<file path="src/rtl/column_approx_div.sv">
// Multi-cycle restoring divider. Before dividing, it zeroes the low THETA columns of the dividend,
// so it is the inverse of the column-truncated approximate multiplier.
module column_approx_div #(
    parameter int LENGTH = 8,
    parameter int THETA  = 6
) (
    input  logic                  clk,
    input  logic                  rst,
    input  logic                  start,
    input  logic [2*LENGTH-1:0]   dividend,
    input  logic [LENGTH-1:0]     divisor,
    output logic                  busy,
    output logic                  done,
    output logic [LENGTH-1:0]     q,
    output logic [LENGTH-1:0]     r,
    output logic                  ovf,
    output logic                  dz
);
    localparam int DW = 2 * LENGTH;
    localparam int CW = (LENGTH > 1) ? $clog2(LENGTH) : 1;
    localparam logic [CW-1:0] LAST = CW'(LENGTH - 1);
    localparam logic [DW-1:0] TRUNC_MASK = {DW{1'b1}} << THETA;

    typedef enum logic [1:0] {S_IDLE, S_RUN, S_DONE} state_t;

    state_t            state_q, state_d;
    logic [CW-1:0]     cnt_q, cnt_d;
    logic [LENGTH-1:0] rem_q, rem_d;
    logic [LENGTH-1:0] low_q, low_d;
    logic [LENGTH-1:0] quo_q, quo_d;
    logic [LENGTH-1:0] div_q, div_d;
    logic              ovf_pend_q, ovf_pend_d;
    logic              dz_pend_q, dz_pend_d;
    logic              done_q, done_d;
    logic [LENGTH-1:0] q_q, q_d;
    logic [LENGTH-1:0] r_q, r_d;
    logic              ovf_q, ovf_d;
    logic              dz_q, dz_d;

    logic [DW-1:0]     dt;
    logic [LENGTH:0]   shifted;
    logic              fits;

    assign dt      = dividend & TRUNC_MASK;
    assign shifted = {rem_q, low_q[LENGTH-1]};
    assign fits    = shifted >= {1'b0, div_q};

    always_comb begin
        state_d    = state_q;
        cnt_d      = cnt_q;
        rem_d      = rem_q;
        low_d      = low_q;
        quo_d      = quo_q;
        div_d      = div_q;
        ovf_pend_d = ovf_pend_q;
        dz_pend_d  = dz_pend_q;
        done_d     = 1'b0;
        q_d        = q_q;
        r_d        = r_q;
        ovf_d      = ovf_q;
        dz_d       = dz_q;

        case (state_q)
            S_IDLE: begin
                if (start) begin
                    rem_d      = dt[DW-1:LENGTH];
                    low_d      = dt[LENGTH-1:0];
                    div_d      = divisor;
                    quo_d      = '0;
                    cnt_d      = '0;
                    dz_pend_d  = (divisor == '0);
                    ovf_pend_d = (divisor != '0) && (dt[DW-1:LENGTH] >= divisor);
                    state_d    = S_RUN;
                end
            end
            S_RUN: begin
                // Once the remainder has been reduced it is below the divisor, so the difference fits in LENGTH bits.
                rem_d = fits ? LENGTH'(shifted - {1'b0, div_q}) : shifted[LENGTH-1:0];
                low_d = low_q << 1;
                quo_d = (quo_q << 1) | LENGTH'(fits);
                cnt_d = cnt_q + 1'b1;
                if (cnt_q == LAST) begin
                    cnt_d   = '0;
                    state_d = S_DONE;
                end
            end
            S_DONE: begin
                done_d = 1'b1;
                ovf_d  = ovf_pend_q;
                dz_d   = dz_pend_q;
                if (ovf_pend_q || dz_pend_q) begin
                    q_d = '1;
                    r_d = '0;
                end else begin
                    q_d = quo_q;
                    r_d = rem_q;
                end
                state_d = S_IDLE;
            end
            default: state_d = S_IDLE;
        endcase
    end

    always_ff @(posedge clk) begin
        if (rst) begin
            state_q    <= S_IDLE;
            cnt_q      <= '0;
            rem_q      <= '0;
            low_q      <= '0;
            quo_q      <= '0;
            div_q      <= '0;
            ovf_pend_q <= 1'b0;
            dz_pend_q  <= 1'b0;
            done_q     <= 1'b0;
            q_q        <= '0;
            r_q        <= '0;
            ovf_q      <= 1'b0;
            dz_q       <= 1'b0;
        end else begin
            state_q    <= state_d;
            cnt_q      <= cnt_d;
            rem_q      <= rem_d;
            low_q      <= low_d;
            quo_q      <= quo_d;
            div_q      <= div_d;
            ovf_pend_q <= ovf_pend_d;
            dz_pend_q  <= dz_pend_d;
            done_q     <= done_d;
            q_q        <= q_d;
            r_q        <= r_d;
            ovf_q      <= ovf_d;
            dz_q       <= dz_d;
        end
    end

    assign busy = (state_q == S_RUN);
    assign done = done_q;
    assign q    = q_q;
    assign r    = r_q;
    assign ovf  = ovf_q;
    assign dz   = dz_q;
endmodule

</file>
<file path="config.mk">
export PLATFORM = sky130hd
export DESIGN_NAME = column_approx_div
export DESIGN_NICKNAME = d
export VERILOG_FILES = /design/src/rtl/column_approx_div.sv
export SDC_FILE = /design/constraint.sdc
export NUM_CORES = 1
export LEC_CHECK = 0
export CORE_ASPECT_RATIO = 1.75
export CORE_MARGIN = 2
export CORE_UTILIZATION = 40
export CTS_CLUSTER_SIZE = 20
export DETAILED_ROUTE_END_ITERATION = 12
export DONT_BUFFER_PORTS = 1
export PLACE_DENSITY = 0.56
export REMOVE_ABC_BUFFERS = 1
export SLEW_MARGIN = 15
export SYNTH_ARGS = -nofsm -noshare
export SYNTH_HDL_FRONTEND = slang
export SYNTH_SLANG_ARGS = --single-unit
</file>
<file path="constraint.sdc">
create_clock -name clk -period 2.9 [get_ports clk]
set_input_delay 0.58 -clock clk [delete_from_list [all_inputs] [get_ports clk]]
set_output_delay 0.58 -clock clk [all_outputs]
set_load 0.03 [all_outputs]
</file>
==> metrics.yaml <==
tritoncts: "built"
synth.avg_cell_area_sq_um: 8.329
hold_path_class: "input port to flip-flop"
worstSetupPathType: "flip-flop to flip-flop"
synth.ff_latch_count: 52
start_util_pct: 41.72
setup-violations-final: 0
ys_types: 47
layout_commonest_cell: "dfxtp_1"
num_rows: 38
clk_latency_ns: 0.30
rsz0062_at_grt: "false"
final_nets: 352
fin_crit_sh_pct: 70.96
synth_edf_count: 0
p_leak_nw: 1.122
cts_buffers: 5
crit_slowest_cell: "o21ai_2"
finalMaxSlewViolations: 0
startpoint: "rem_q[4]"
period_minus_slack_ns: 2.058
worst_pin_slew_ns: 0.7119
startpoint_type: "flip-flop"
io_pins: 47
crit_fanout: 13
synth_warnings: 0
post_cts_resized: 0
overflow: 0
dp_hpwl_microns: 4429
die_x_microns: 64.93
power_mw: 1.686
ys_async_sr_fraction_pct: 0
cts_setup_buffers: 0
relSlewSlack_pct: 52.54
diodes: 0
drive_gt1_share_pct: 9.121
ys_seq_area_share_pct: 40.06
root_buffer: "clkbuf_8"
cap_violations: 0
clock_skew_ns: 0.009109
timing.rr.start: "rem_q[4]"
finalHoldViolCount: 0
dp_slack_ns: 0.8425
wl_microns: 6154
grt_max_degree: 43
dr.pass1.iters: 4
clockBufferDepth: 2
vias: 2152
syn_inst: 312
worstHoldStart: "rst"
drt-initial-drc-count: 78
setup_ws_ns: 0.8422
wl_per_cell_microns: 15.90
cts_sinks: 52
coreArea_sq_um: 6228
grt_pass1_vias: 2144
crit_buf_inv: 0
synthFlopType: "dfxtp_1"
dieArea_sq_um: 7183
grtUsageTotal_pct: 18.52
critPathCaptureType: "flip-flop"
die_h_microns: 110.6
grt_pass1_wl_microns: 10540
run_status: "finished clean"
crit_family: "compound AO/OA/AOI/OAI gates"
ant_nets: 0
tns_ns: 0
final_cell_mix: "52 x dfxtp_1, 45 x nand2_1, 31 x a21oi_1"
clk_pin_slew_ns: 0.10
hold_buffers: 0
power_density_nw_per_um2: 607.4
viasPerCell: 5.561
port_buffers: 0
area_growth_pct: 6.789
worstPathRequired_ns: 3.10
cts_htree_levels: 2
peakVddDrop_v: 0.0002837
clock.fmax_mhz: 486.0
cp_cell_sequence: "ha_1, and3_2, nand3_1, o21ai_2, mux2i_1, o31ai_1"
num-fill-cells: 641
routabilityCongestion: 0.8363
cpPeakStageDelay_ns: 0.49
antenna_found_initial: 0
syn_area_sq_um: 2599
drc: 0
cp.arrival_ns: 2.25
-- final timing paths --
path         endpoint  slack [ns]  depth (start not counted)
min reg2reg  div_q[2]        0.45                          2
min          div_q[6]        0.33                          1
max          rem_q[0]        0.84                          6
max reg2reg  rem_q[0]        0.84                          6
-- per-layer routing --
layer	part of all wire (%)	global-route usage, %
met4	1.8	6.241
met2	54	33.75
met1	41	20.46
met3	3.3	4.073
met5	0	0
-- layout make-up --
type / count / area [sq um] / area share (%)
clock buffer: 5 / 68.82 / 2.480
clock inverter: 3 / 46.29 / 1.668
inverter: 20 / 75.07 / 2.705
multi-input combinational: 222 / 1406 / 50.68
sequential: 52 / 1041 / 37.51
tap: 80 / 100.1 / 3.607
timing repair buffer: 5 / 37.54 / 1.353
-- sequential cells by signal, indices dropped and copies added, names as in the netlist --
register,cells
cnt_q,3
div_q,8
done,1
dz,1
dz_pend_q,1
low_q,2
ovf,1
ovf_pend_q,1
q,8
quo_q,8
r,8
rem_q,8
state_q,2
-- cells in the mapped netlist, drive strengths merged (2+ instances only) --
cell / instances / area [sq um]
a21oi: 31 / 155.2
nand2b: 7 / 43.79
ha: 18 / 225.2
o311a: 2 / 21.27
a21o: 5 / 37.54
mux2i: 3 / 30.03
nand2: 45 / 168.9
xor2: 2 / 17.52
clkbuf: 8 / 30.03
a311oi: 2 / 17.52
and3: 3 / 20.02
o221a: 8 / 90.09
nor3: 10 / 50.05
nor2: 23 / 86.33
xnor2: 2 / 17.52
buf: 10 / 51.29
a22oi: 8 / 60.06
o21ai: 5 / 28.78
nand3: 17 / 85.08
o31ai: 3 / 22.52
a31oi: 7 / 43.79
nor4: 2 / 12.51
dfxtp: 52 / 1041
inv: 19 / 71.32
o311ai: 4 / 35.04
-- report_power, final --
| part | internal, mW | total (mW) | switching (mW) |
|---|---|---|---|
| sequential | 0.748 | 0.779 | 0.0317 |
| combinational | 0.161 | 0.395 | 0.234 |
| clock | 0.260 | 0.511 | 0.251 |
| total | 1.17 | 1.69 | 0.516 |
-- cells by family (layout without fill, tap and decap cells) --
kind of cell | Yosys count | count (layout) | share of synthesized area, %
compound gates | 80 | 80 | 21.52
xor+xnor | 4 | 4 | 1.348
fa+ha+maj | 19 | 19 | 9.437
buf+inv | 38 | 33 | 6.018
flops | 52 | 52 | 40.06
mux | 3 | 3 | 1.156
simple gates | 116 | 116 | 20.46
-- metrics by stage --
step	hold slack, ns	std cells	cell area [sq um]	utilization, %
after global placement	0.4378	379	2660	42.71
after detailed placement	0.4422	379	2660	42.71
after global routing	0.3072	387	2775	44.56
after CTS	0.3226	387	2775	44.56
final	0.3309	387	2775	44.56
after floorplan	0.4303	294	2517	-
Power figures use the tool's default switching activity.
